--- config.mk ---
export PLATFORM = sky130hd
export DESIGN_NAME = cra_diag_seq
export DESIGN_NICKNAME = d
export VERILOG_FILES = /design/src/rtl/cra_diag_seq_pkg.sv /design/src/rtl/cra_diag_step_timer.sv /design/src/rtl/cra_diag_seq.sv
export SDC_FILE = /design/constraint.sdc
export NUM_CORES = 1
export LEC_CHECK = 0
export ABC_AREA = 1
export CAP_MARGIN = 40
export CORE_MARGIN = 2
export CORE_UTILIZATION = 25
export CTS_CLUSTER_SIZE = 20
export DETAILED_ROUTE_END_ITERATION = 10
export DONT_BUFFER_PORTS = 1
export PLACE_DENSITY = 0.35
export REMOVE_ABC_BUFFERS = 1
export SLEW_MARGIN = 10
export SYNTH_ARGS = -nofsm -noshare
export SYNTH_HDL_FRONTEND = slang
export SYNTH_SLANG_ARGS = --single-unit
--- constraint.sdc ---
create_clock -name CLK -period 7.05 [get_ports CLK]
set_input_delay 1.41 -clock CLK [delete_from_list [all_inputs] [get_ports CLK]]
set_output_delay 1.41 -clock CLK [all_outputs]
set_load 0.005 [all_outputs]
--- src/rtl/cra_diag_seq_pkg.sv ---
// rtl/cra_diag_seq_pkg.sv - shared states, DIAG function codes and widths for cra_diag_seq
package cra_diag_seq_pkg;

    typedef enum logic [3:0] {
        IDLE, ADRH, ADRL, W00, W20, W40, W60, RD5, RD0, DONE
    } state_t;

    // DIAG[4:6] function codes
    localparam logic [2:0] DIAG_LD_ADRH = 3'd2;
    localparam logic [2:0] DIAG_LD_ADRL = 3'd1;
    localparam logic [2:0] DIAG_LD_W00  = 3'd7;
    localparam logic [2:0] DIAG_LD_W20  = 3'd6;
    localparam logic [2:0] DIAG_LD_W40  = 3'd5;
    localparam logic [2:0] DIAG_LD_W60  = 3'd4;
    localparam logic [2:0] DIAG_RD_C5   = 3'd4;
    localparam logic [2:0] DIAG_RD_C0   = 3'd5;

    localparam int SEG_W = 20;

    localparam logic OP_LOAD = 1'b0;
    localparam logic OP_READ = 1'b1;

endpackage

--- src/rtl/cra_diag_step_timer.sv ---
// rtl/cra_diag_step_timer.sv - per-step setup/strobe cycle counter with freeze
module cra_diag_step_timer #(
    parameter int SETUP_CYC = 1
) (
    input  logic CLK,
    input  logic RESET,
    input  logic run,
    input  logic freeze,
    output logic strobe
);

    logic [2:0] cnt;

    // Strobe lands on the cycle after SETUP_CYC granted setup cycles.
    assign strobe = run && !freeze && (cnt == 3'(SETUP_CYC));

    // A lost grant holds the step where it is but rewinds the setup count.
    always_ff @(posedge CLK or posedge RESET) begin
        if (RESET) begin
            cnt <= '0;
        end else if (!run || freeze || strobe) begin
            cnt <= '0;
        end else begin
            cnt <= cnt + 3'd1;
        end
    end

endmodule

--- src/rtl/cra_diag_seq.sv ---
// rtl/cra_diag_seq.sv - CRAM load / CRADR read diagnostic sequencer over EBUS
// Build option: CRA_DIAG_READBACK_EN enables the READ (CRADR readback) sequence.
module cra_diag_seq
    import cra_diag_seq_pkg::*;
#(
    parameter int SETUP_CYC = 1
) (
    input  logic        CLK,
    input  logic        RESET,
    input  logic        req,
    input  logic        op,
    input  logic [0:10] addr,
    input  logic [0:79] wdata,
    output logic        busy,
    output logic        done,
    output logic        err,
    output logic [0:11] rdata,
    output logic        ebusReq,
    input  logic        ebusGrant,
    output logic [0:35] ebusOut,
    input  logic [0:35] ebusIn,
    output logic [4:6]  diag,
    output logic        loadFunc05x,
    output logic        readFunc14x
);

`ifdef CRA_DIAG_READBACK_EN
    localparam bit READBACK = 1'b1;
`else
    localparam bit READBACK = 1'b0;
`endif

    state_t      state, state_nxt;
    logic        op_q;
    logic [0:10] addr_q;
    logic [0:79] wdata_q;
    logic [0:5]  rd_lo_q;
    logic        step_active;
    logic        load_step;
    logic        read_step;
    logic        strobe;
    logic        unused_ebus;

    assign unused_ebus = ^ebusIn[6:35];

    assign load_step   = (state == ADRH) || (state == ADRL) || (state == W00) ||
                         (state == W20)  || (state == W40)  || (state == W60);
    assign read_step   = (state == RD5) || (state == RD0);
    assign step_active = load_step || read_step;

    cra_diag_step_timer #(.SETUP_CYC(SETUP_CYC)) u_timer (
        .CLK    (CLK),
        .RESET  (RESET),
        .run    (step_active),
        .freeze (!ebusGrant),
        .strobe (strobe)
    );

    always_ff @(posedge CLK or posedge RESET) begin
        if (RESET) begin
            state   <= IDLE;
            op_q    <= OP_LOAD;
            addr_q  <= '0;
            wdata_q <= '0;
            rd_lo_q <= '0;
            rdata   <= '0;
        end else begin
            state <= state_nxt;
            if (state == IDLE && req) begin
                op_q    <= op;
                addr_q  <= addr;
                wdata_q <= wdata;
            end
            // rdata only changes once the whole CRADR has been read
            if (state == RD5 && strobe) begin
                rd_lo_q <= ebusIn[0:5];
            end
            if (state == RD0 && strobe) begin
                rdata <= {ebusIn[0:5], rd_lo_q};
            end
        end
    end

    always_comb begin
        state_nxt = state;
        case (state)
            IDLE: if (req) state_nxt = (op == OP_READ) ? (READBACK ? RD5 : DONE) : ADRH;
            ADRH: if (strobe) state_nxt = ADRL;
            ADRL: if (strobe) state_nxt = W00;
            W00:  if (strobe) state_nxt = W20;
            W20:  if (strobe) state_nxt = W40;
            W40:  if (strobe) state_nxt = W60;
            W60:  if (strobe) state_nxt = DONE;
            RD5:  if (strobe) state_nxt = RD0;
            RD0:  if (strobe) state_nxt = DONE;
            DONE: state_nxt = IDLE;
            default: state_nxt = IDLE;
        endcase
    end

    always_comb begin
        diag    = 3'd0;
        ebusOut = '0;
        case (state)
            ADRH: begin diag = DIAG_LD_ADRH; ebusOut[1:5] = addr_q[0:4];  end
            ADRL: begin diag = DIAG_LD_ADRL; ebusOut[0:5] = addr_q[5:10]; end
            W00:  begin diag = DIAG_LD_W00;  ebusOut[0:SEG_W-1] = wdata_q[0*SEG_W +: SEG_W]; end
            W20:  begin diag = DIAG_LD_W20;  ebusOut[0:SEG_W-1] = wdata_q[1*SEG_W +: SEG_W]; end
            W40:  begin diag = DIAG_LD_W40;  ebusOut[0:SEG_W-1] = wdata_q[2*SEG_W +: SEG_W]; end
            W60:  begin diag = DIAG_LD_W60;  ebusOut[0:SEG_W-1] = wdata_q[3*SEG_W +: SEG_W]; end
            RD5:  diag = DIAG_RD_C5;
            RD0:  diag = DIAG_RD_C0;
            default: ;
        endcase
    end

    assign busy        = step_active;
    assign ebusReq     = step_active;
    assign done        = (state == DONE);
    assign err         = done && (op_q == OP_READ) && !READBACK;
    assign loadFunc05x = load_step && strobe;
    assign readFunc14x = read_step && ebusGrant;

endmodule

---- Word level (Yosys, flattened, before mapping) ----
Index checks and enable logic that the tools add are counted.
cells by class
  div/mod/pow operators ................... 0
  multipliers ............................. 0
  multiplexer cells ....................... 15
  add/sub/neg operators ................... 1
  eq/ne operators ......................... 18
  shifts and indexed selects .............. 0
  $lt $le $gt $ge ......................... 0
  bitwise logic cells ..................... 0
  reduce and logical (&&, ||, !) cells .... 24
operators by type and width
  operator             count
  $pmux 14 s4          1
  $mux 4               9
  $pmux 4 s8           1
  $pmux 5 s6           1
  $pmux 3 s6           1
  $eq 4x3->1 const B   4
  $ne 2x2->1 const B   7
  $logic_or 1x1->1     9
  $eq 4x2->1 const B   2
  $eq 4x4->1 const B   2
  $logic_and 1x1->1    8
  $reduce_and 8->1     1
  $reduce_or 2->1      3
  $pmux 1 s5           1
  $eq 4x1->1 const B   1
  $logic_not 4->1      1
  $add 3x1->3 const B  1
  $eq 3x1->1 const B   1
  $mux 3               1
  $logic_not 1->1      2
  $ne 2x1->1 const B   1
word-level totals
  word-level logic and storage cells ...... 65
  latch bits .............................. 0
  memories kept ........................... 0
  output and inout bits ................... 57
  bits in read-only memories .............. 0
  input bits .............................. 132
  memory bits (writable) .................. 0
  flip-flop bits (word level) ............. 117

---- Depth between registers and ports, before layout ----
Gate-level depths: netlist of run 1.
  depth in word-level cells ............... 11
  depth in mapped cells ................... 8

---- Hierarchy ----
From an unflattened synthesis of run 1, not the netlist that was laid out.
unflattened totals
  cells, all modules ...................... 497
  area total of the unflattened synthesis .. 5,454.0 um^2
modules (own cells, without submodules)
  module               seq. area each (um^2)  area each (um^2)  cells each  times used
  cra_diag_seq         2,852.7                5,283.8           477         1
  cra_diag_step_timer  75.1                   170.2             20          1

---- Least setup slack after synthesis of run 1 ----
OpenSTA, ideal clock, no wires.
  path kind ............................... in2out
  from .................................... input port ebusGrant
  to ...................................... output port loadFunc05x
  buffers on the path ..................... 0
  arrival time ............................ 1.763 ns
  setup slack ............................. 3.877 ns
  stages .................................. 2
  path through ............................ nand4_1 -> nor2_1
between the ends
  longest elaborated chain between the ends .. 3
RTL lines
  element                         line                       source
  start: declaration              cra_diag_seq.sv:19         input logic ebusGrant,
  $logic_and 1x1->1 (2 in a row)  cra_diag_step_timer.sv:15  assign strobe = run && !freeze && (cnt == 3'(SETUP_CYC));
  $logic_and 1x1->1               cra_diag_seq.sv:121        assign loadFunc05x = load_step && strobe;
  end: declaration                cra_diag_seq.sv:23         output logic loadFunc05x,
No other way between the ends.

---- Final worst setup path of run 1 ----
  from .................................... register state[3]
  to ...................................... output port ebusOut[16] in the netlist's numbering
between the ends
  longest elaborated chain between the ends .. 2
  elaborated cells on any way between the ends .. 5
  classes of those cells .................. eq/ne: 4; mux: 1
RTL lines
  element                                   line                 source
  start: declaration                        cra_diag_seq.sv:33   state_t state, state_nxt;
  start signal: assignment                  cra_diag_seq.sv:68   state <= state_nxt;
  $eq 4x3->1 or $eq 4x2->1 (tied branches)  cra_diag_seq.sv:104  case (state)
  $pmux 14 s4 (*)                           cra_diag_seq.sv:104
  end: declaration                          cra_diag_seq.sv:20   output logic [0:35] ebusOut,
Every way passes the cells marked *; elsewhere a longest branch is shown, timed or not.

==> impl_metrics.yaml, run 1 <==
run_status:
  outcome: "complete, no violations"
worst_setup_path:
  critical_path_required_ps: 5640
  arrival_ps: 2290
  critPathKind: "reg -> out"
  end_kind: "output port"
  critical_path.max_fanout: 13
  critPathLaunchType: "flip-flop"
yosys:
  avgSynthCellArea_um2: 8.24
  synth_top_area_share_pct: 52.4
  synth-xor-area-share_pct: 0.157
  ys_seq_area_share_pct: 52.4
  synth_fa_ha_area_share_pct: 0.448
  synth_top_family_by_area: "simple AND/OR/NAND/NOR gates"
  yosys.area_share.simple_pct: 22.4
  synthCells: 678
  synth_seq_cells: 117
  ys_dominant_reg_cell: "dfrtp_1"
  yosys.area.top_type: "dfrtp_1"
  yosys-top-cells-area: "dfrtp_1, nand2_1, o21ai_0"
  yosys_warnings: 0
  muxShareOfSynthArea_pct: 0
  synthesis.area_um2: 5590
  synth_edf_count: 0
  synth_cell_types: 32
  async_flop_share_pct: 100
  synth_compound_area_share_pct: 13.7
die:
  rows: 54
  die_area_um2: 23600
  core_area_um2: 21900
  die_h_um: 154
  top_level_ports: 189
  initial_core_util_pct: 25.5
  die_w_um: 154
final_layout:
  fin_area_um2: 6370
  fill_cells: 2391
  area_growth_syn_to_layout_pct: 13.9
  drive_gt1_share_pct: 8.52
  layout.nets: 803
  n_antenna_cell: 0
  instances_no_fill: 961
sta:
  slew_viol_final: 0
  post-route-min-period_ps: 3700
  fmax_mhz: 270
  slew_headroom_pct: 46.4
  clock_skew_ps: 7.39
  hold_viol_final: 0
  tightest_slew_ps: 804
  worst_slack_ps: 3350
  tns_ps: 0
  min_period_over_period_pct: 52.5
  setup_viol: 0
  rsz0062_at_grt: "false"
detailed_routing:
  wirelength_mm: 15.6
  first_pass_iters: 4
  dr.first_iter.drc_count: 199
  drc: 0
  routedWlPerCell_um: 16.3
  num_vias: 4255
  ant_nets: 0
  avgViaCountPerCell: 4.43
grt:
  grt_overflow: 0
  antenna_found_initial: 0
  grtUsageTotal_pct: 13.8
  grt_max_degree: 72
  grt_pass1_wl_mm: 25.3
  grt_pass1_vias: 4525
clocking:
  cts-root-buf: "clkbuf_16"
  numCtsBuffers: 17
  cts_resized: 0
  cts_tree: "yes"
  worst_skew_pair.late_latency_ps: 410
  h-tree-depth: 4
  cts.sinks: 117
  clk_pin_slew_ps: 60
  cts_hold_buf: 0
  cts_setup_buffers: 0
  clockBufferDepth: 2
place:
  dp_cells: 930
  pre_cts_ws_ps: 3490
  dpl.hpwl_mm: 10.2
  routabilityCongestion: 0.749
  portBuffers: 0
  place_area_um2: 5710
power:
  p_per_area_nw_per_um2: 467
  p_leak_nw: 3.01
  irDropWorstVdd_mv: 0.142
  total_power_w: 0.00297
worst_hold_path:
  hold_class: "reg -> reg"
run:
  max_cap_violations: 0
## flip-flops by register name (all words and copies together), names as in the netlist
register and count:
state 4, wdata_q 80, addr_q 11, rdata 12, op_q 1, u_timer.cnt 3, rd_lo_q 6
## cell usage in the layout, fill, tap and decap left out, drive strengths merged
master | synthesis | routed
dfrtp | 117 | 117
o21ai | 105 | 105
clkinv | 0 | 3
nor2 | 36 | 36
buf | 34 | 5
conb | 1 | 16
clkinvlp | 0 | 3
nor3 | 7 | 7
clkbuf | 14 | 19
ha | 2 | 2
a21oi | 1 | 1
nor4 | 1 | 1
o211ai | 1 | 1
nand3 | 18 | 18
nand4 | 2 | 2
bufinv | 0 | 5
o22ai | 5 | 5
inv | 75 | 76
xnor2 | 1 | 1
nand3b | 5 | 5
o2111ai | 14 | 14
nand2 | 232 | 232
o21bai | 6 | 6
nor3b | 1 | 1
## power by group
part	switching, W	internal [W]
clock	0.000328	0.000645
sequential	0.000137	0.000978
combinational	0.000628	0.000255
total	0.00109	0.00188
## cell usage after synthesis (4+ instances only)
cell type and number:
nor3_1 7, buf_6 8, nor2_4 5, o21bai_1 6, buf_4 19, o22ai_1 5, o21ai_0 93, nand3b_1 5
inv_1 72, dfrtp_1 117, buf_2 7, o21ai_1 4, nand2_1 230, nand3_1 17, o21ai_2 8, nor2_1 29
clkbuf_1 13, o2111ai_1 14
## per-layer routing
metal / part of all wire (%) / vias up / GRT usage, %
li1: - / 2116 / -
met1: 44 / 2010 / 17.1
met2: 48 / 119 / 22.2
met3: 7.2 / 10 / 5.30
met4: 1.2 / 0 / 4.33
met5: 0 / - / 0
## logic make-up (layout without fill, tap and decap cells)
family          after synthesis  count (layout)
buf+inv                     123             111
fa+ha+maj                     2               2
flops                       117             117
simple gates                302             302
other cells                   1              16
xor+xnor                      1               1
compound gates              132             132
## cell type report
class | count | area, µm² | share of cell area [%]
Clock inverter | 12 | 200 | 3.14
Clock buffer | 19 | 453 | 7.11
Multi-Input combinational cell | 453 | 2110 | 33.2
Sequential cell | 117 | 2930 | 46.0
Inverter | 75 | 284 | 4.46
Tap cell | 280 | 350 | 5.50
Timing Repair Buffer | 5 | 37.5 | 0.590
## final timing paths
path / startpoint / endpoint / slack (ps) / cells after the start
worst max-delay path: state[3] / ebusOut[16] / 3350 / 4
worst min-delay path: u_timer.cnt[0] / u_timer.cnt[0] / 470 / 1
worst max register to register: state[3] / wdata_q[65] / 4110 / 7
worst min register to register: u_timer.cnt[0] / u_timer.cnt[0] / 470 / 1
max in group asynchronous: RESET / wdata_q[5] / 4770 / 2
min in group asynchronous: RESET / wdata_q[50] / 1000 / 1
## stage by stage
step,utilization [%],hold slack [ps]
2_1_floorplan,-,438
3_5_place_dp,26.1,464
6_report,29.1,471
3_3_place_gp,26.1,450
5_1_grt,29.1,515
4_1_cts,29.1,471
## critical path, stage by stage, from the launching register on
cell	delay, ps
dfrtp_1	480
nor2_4	240
nand2_1	430
buf_4	380
o2111ai_1	340
(Power assumes the default switching activity.)
==> inputs of run 2 (changes only) <==
--- a/config.mk
+++ b/config.mk
@@ -12,7 +12,7 @@
 export CTS_CLUSTER_SIZE = 20
 export DETAILED_ROUTE_END_ITERATION = 10
 export DONT_BUFFER_PORTS = 1
-export PLACE_DENSITY = 0.35
+export PLACE_DENSITY = 0.37
 export REMOVE_ABC_BUFFERS = 1
 export SLEW_MARGIN = 10
 export SYNTH_ARGS = -nofsm -noshare
==> constraint.sdc (replaced) <==
create_clock -name CLK -period 2.97 [get_ports CLK]
set_input_delay 0.594 -clock CLK [delete_from_list [all_inputs] [get_ports CLK]]
set_output_delay 0.594 -clock CLK [all_outputs]
set_load 0.005 [all_outputs]
==> run 2 against run 1 <==
Global-route usage down 0.30 points. Routed wire length down 0.93%. Critical path depth up 3. Flip-flop and latch count unchanged. Final cell count up 0.52%. Combinational power up 140%. Die area unchanged. Clock skew up 4.0 ps. Clock power up 140%. Critical path type unchanged. Largest cell class unchanged. Highest routed layer unchanged.
==> impl_metrics.yaml, run 2 (synthesis results as in run 1) <==
die:
  rows: 54
  initial_core_util_pct: 25.5
  die_h_um: 154
  top_level_ports: 189
  die_area_um2: 23600
  core_area_um2: 21900
  die_w_um: 154
run:
  max_cap_violations: 0
power:
  sw_frac_of_total_pct: 37.0
  clock_power_share_pct: 32.5
  p_per_area_nw_per_um2: 1110
  seq_power_share_pct: 37.2
  p_switching_w: 0.00264
  combPwrFrac_pct: 30.3
  p_int_w: 0.00448
  p_leak_nw: 3.05
  irDropWorstVdd_mv: 0.314
grt:
  grtUsageTotal_pct: 13.5
  grt_max_degree: 78
  grt_overflow: 0
  antenna_found_initial: 0
  grt_pass1_vias: 4569
  grt_pass1_wl_mm: 24.8
worst_setup_path:
  critical_path.max_fanout: 7
  regToRegSetupSlack_ps: 1040
  arrival_ps: 2090
  r2r-end: "state[1]"
  critPathKind: "reg -> out"
  r2r-start: "state[3]"
  rr_worst_depth: 8
  end_kind: "output port"
  setup.worst_path.end: "loadFunc05x"
  critical_path_required_ps: 2380
  critPathLaunchType: "flip-flop"
  cp-startpoint: "state[0]"
final_layout:
  largestRegisters: "wdata_q (80), rdata (12), addr_q (11)"
  fill_cells: 2376
  drive_gt1_share_pct: 9.18
  fin_util_pct: 29.4
  regMostFlops: "wdata_q"
  instances_no_fill: 966
  largest_reg_flops: 80
  layout.nets: 807
  mostFrequentLayoutCells: "nand2_1, dfrtp_1, o21ai_0, inv_1, nor2_1"
  n_antenna_cell: 0
  mostFrequentLayoutCell: "nand2_1"
  area_growth_syn_to_layout_pct: 15.1
clocking:
  numCtsBuffers: 17
  clockBufferDepth: 2
  cts_hold_buf: 0
  h-tree-depth: 4
  cts_tree: "yes"
  clk_pin_slew_ps: 60
  worst_skew_pair.late_latency_ps: 420
  cts.sinks: 117
  cts_setup_buffers: 0
  cts-root-buf: "clkbuf_16"
  cts_resized: 0
detailed_routing:
  routedWlPerCell_um: 16.0
  drc: 0
  ant_nets: 0
  num_vias: 4310
  first_pass_iters: 4
  wirelength_mm: 15.5
  avgViaCountPerCell: 4.46
  dr.first_iter.drc_count: 193
sta:
  slew_viol_final: 0
  setup_viol: 0
  worst_slack_ps: 283
  post-route-min-period_ps: 2690
  fmax_mhz: 372
  clock_skew_ps: 11.4
  tightest_slew_ps: 596
  rsz0062_at_grt: "false"
  min_period_over_period_pct: 90.5
  hold_viol_final: 0
  slew_headroom_pct: 60.3
run_status:
  outcome: "complete, no violations"
worst_hold_path:
  hold_class: "in -> async"
place:
  routabilityCongestion: 0.759
  dp_cells: 934
  dpl.hpwl_mm: 10.5
  pre_cts_ws_ps: 659
  portBuffers: 0
[run 2: metal layers]
metal,wire [µm],GRT usage [%],up-vias
li1,-,-,2118
met1,7000,16.8,2057
met2,7130,21.7,127
met3,1260,5.36,8
met4,104,3.80,0
met5,0,0,-
[run 2: how the worst min path moves through the flow]
stage / depth (start not counted) / startpoint / slack, ps / endpoint
6_report: 1 / RESET / 110 / wdata_q[39]
5_1_grt: 1 / RESET / 150 / wdata_q[39]
4_1_cts: 1 / RESET / 120 / wdata_q[19]
3_5_place_dp: 1 / u_timer.cnt[0] / 470 / u_timer.cnt[0]
3_3_place_gp: 1 / u_timer.cnt[0] / 450 / u_timer.cnt[0]
2_1_floorplan: 1 / u_timer.cnt[0] / 440 / u_timer.cnt[0]
[run 2: cell type report]
type / count / area [µm²] / area share, %
clock buffer: 18 / 439 / 6.83
sequential: 117 / 2930 / 45.5
timing repair buffer: 9 / 92.6 / 1.44
tap: 280 / 350 / 5.45
clock inverter: 14 / 224 / 3.48
inverter: 75 / 284 / 4.42
multi-input combinational: 453 / 2110 / 32.9
[run 2: power groups by stage]
stage	Sequential [W]	Combinational (W)	Clock, W
after floorplan	0.00259	0.00156	0
after global placement	0.00266	0.00216	0
after detailed placement	0.00268	0.00221	0
after CTS	0.00266	0.00221	0.00239
after global routing	0.00274	0.00254	0.00245
final	0.00265	0.00215	0.00232
[run 2: metrics by stage]
step	cell area [µm²]	setup TNS, ps	hold slack (ps)	power [W]
5_1_grt	6430	0	149	0.00772
3_5_place_dp	5770	0	469	0.00489
3_3_place_gp	5770	0	451	0.00482
6_report	6430	0	105	0.00712
2_1_floorplan	5320	-84800	438	0.00416
4_1_cts	6430	0	123	0.00727
[run 2: worst max-delay path: stages, from the launching register on]
cell and delay (ps):
dfrtp_1 450, nand2_1 170, inv_1 70, nand2_1 240
buf_4 230, nand3_1 110, nor3b_1 290, nor2_1 110
==> inputs of run 3 (changes only) <==
--- a/config.mk
+++ b/config.mk
@@ -12,7 +12,7 @@
 export CTS_CLUSTER_SIZE = 20
 export DETAILED_ROUTE_END_ITERATION = 10
 export DONT_BUFFER_PORTS = 1
-export PLACE_DENSITY = 0.37
+export PLACE_DENSITY = 0.35
 export REMOVE_ABC_BUFFERS = 1
 export SLEW_MARGIN = 10
 export SYNTH_ARGS = -nofsm -noshare
==> constraint.sdc (replaced) <==
create_clock -name CLK -period 3.2 [get_ports CLK]
set_input_delay 0.64 -clock CLK [delete_from_list [all_inputs] [get_ports CLK]]
set_output_delay 0.64 -clock CLK [all_outputs]
set_load 0.005 [all_outputs]
==> run 3 against run 2 <==
Count of clock-buffer cells in the layout is 3 higher. Clock power is 14% lower. Largest cell class unchanged. Setup slack better by 140 ps. Core utilization is 0.19 points lower. Sequential share of layout area is 0.30 points higher. Flip-flop and latch count stayed put. Via count is 1.7% lower. Critical path type unchanged. Routed wire length is 0.99% higher. Worst hold slack better by 230 ps. Non-clock buffer count stayed put. Final cell count stayed put.
==> impl_metrics.yaml, run 3 (synthesis results as in run 1) <==
sta:
  fmax_mhz: 360
  clock_skew_ps: 6.00
  tns_ps: 0
  rsz0062_at_grt: "false"
  min_period_over_period_pct: 86.8
  tightest_slew_ps: 688
  slew_viol_final: 0
  setup_viol: 0
  slew_headroom_pct: 54.1
  post-route-min-period_ps: 2780
  hold_viol_final: 0
power:
  total_power_w: 0.00641
  p_leak_nw: 3.02
  p_per_area_nw_per_um2: 1000
  irDropWorstVdd_mv: 0.342
clocking:
  cts_setup_buffers: 0
  cts_hold_buf: 1
  h-tree-depth: 4
  cts.sinks: 117
  clockBufferDepth: 2
  cts-root-buf: "clkbuf_16"
  clk_pin_slew_ps: 60
  cts_tree: "yes"
  numCtsBuffers: 17
  worst_skew_pair.late_latency_ps: 410
  cts_resized: 0
worst_setup_path:
  crit_slowest_cell: "dfrtp_1"
  critPathMaxStageDelay_ps: 470
  critical_path.max_fanout: 18
  critPathLaunchType: "flip-flop"
  arrival_ps: 2140
  critPathKind: "reg -> out"
  r2r-end: "wdata_q[46]"
  critical_path_required_ps: 2560
  rr_worst_depth: 7
  end_kind: "output port"
  regToRegSetupSlack_ps: 920
  r2r-start: "state[3]"
  crit_top_cell: "nand2_1"
  crit_chain: "inv_1 -> nor2_2 -> nand2_1 -> inv_2 -> nand2_1 -> o2111ai_1"
die:
  rows: 54
  initial_core_util_pct: 25.5
  core_area_um2: 21900
  die_area_um2: 23600
  die_h_um: 154
  die_w_um: 154
  top_level_ports: 189
detailed_routing:
  drc: 0
  avgViaCountPerCell: 4.39
  routedWlPerCell_um: 16.2
  dr.first_iter.drc_count: 168
  wirelength_mm: 15.7
  num_vias: 4238
  first_pass_iters: 6
  ant_nets: 0
final_layout:
  n_antenna_cell: 0
  regMostFlops: "wdata_q"
  largestRegisters: "wdata_q (80), rdata (12), addr_q (11)"
  mostFrequentLayoutCell: "nand2_1"
  mostFrequentLayoutCells: "nand2_1, dfrtp_1, o21ai_0, inv_1, nor2_1"
  area_growth_syn_to_layout_pct: 14.3
  layout.nets: 807
  largest_reg_flops: 80
  drive_gt1_share_pct: 8.75
place:
  dpl.hpwl_mm: 10.4
  portBuffers: 0
  routabilityCongestion: 0.769
grt:
  grt_pass1_wl_mm: 24.6
  antenna_found_initial: 0
  grt_max_degree: 82
  grt_overflow: 0
  grtUsageTotal_pct: 13.5
  grt_pass1_vias: 4421
worst_hold_path:
  whs_path_depth: 2
  hold_class: "in -> reg"
  min-delay-start: "wdata[78]"
  min_to: "wdata_q[78]"
run:
  max_cap_violations: 0
run_status:
  outcome: "complete, no violations"
==> run 3: routing by layer <==
layer | up-vias | part of all wire (%) | GRT usage, %
li1 | 2115 | - | -
met1 | 1973 | 44 | 16.5
met2 | 137 | 47 | 22.0
met3 | 13 | 8.2 | 5.27
met4 | 0 | 1.4 | 4.63
met5 | - | 0 | 0
==> run 3: critical path, delay by kind of cell, from the launching register on <==
family	cells	cell delay [ps]
buffers and inverters	2	550
DFF	1	470
and+or+nand+nor	3	520
AOI/OAI and AO/OA	1	170
==> run 3: through the flow <==
stage	utilization (%)	hold slack (ps)	worst slack [ps]	cell area, µm²	instances
after floorplan	-	438	-541	5320	645
after global placement	26.2	451	817	5740	932
after detailed placement	26.3	389	820	5770	933
after CTS	29.2	320	363	6390	966
after global routing	29.2	323	196	6390	966
final	29.2	339	422	6390	966
==> run 3: area by class of cell <==
class / instances / area, µm²
fillers: 2377 / 15500
repair buffers: 9 / 103
flip-flops and latches: 117 / 2930
well taps: 280 / 350
multi-input cells: 453 / 2110
inverters: 75 / 284
clock buffers: 21 / 460
clock inverters: 11 / 150
==> run 3: power by group <==
| group | leakage (nW) | internal [W] | total (W) | switching (W) |
|---|---|---|---|---|
| combinational | 1.29 | 0.000580 | 0.00198 | 0.00140 |
| clock | 0.294 | 0.00127 | 0.00199 | 0.000717 |
| sequential | 1.44 | 0.00216 | 0.00245 | 0.000296 |
| total | 3.02 | 0.00400 | 0.00641 | 0.00241 |
==> run 3: worst max path at each step <==
| stage | startpoint | endpoint | slack (ps) | cells past startpoint |
|---|---|---|---|---|
| final | state[0] | ebusOut[14] | 420 | 6 |
| after floorplan | RESET | addr_q[0] | -540 | 1 |
| after detailed placement | state[0] | ebusOut[14] | 820 | 6 |
| after CTS | state[0] | ebusOut[14] | 360 | 6 |
| after global placement | state[1] | loadFunc05x | 820 | 6 |
| after global routing | state[1] | loadFunc05x | 200 | 6 |
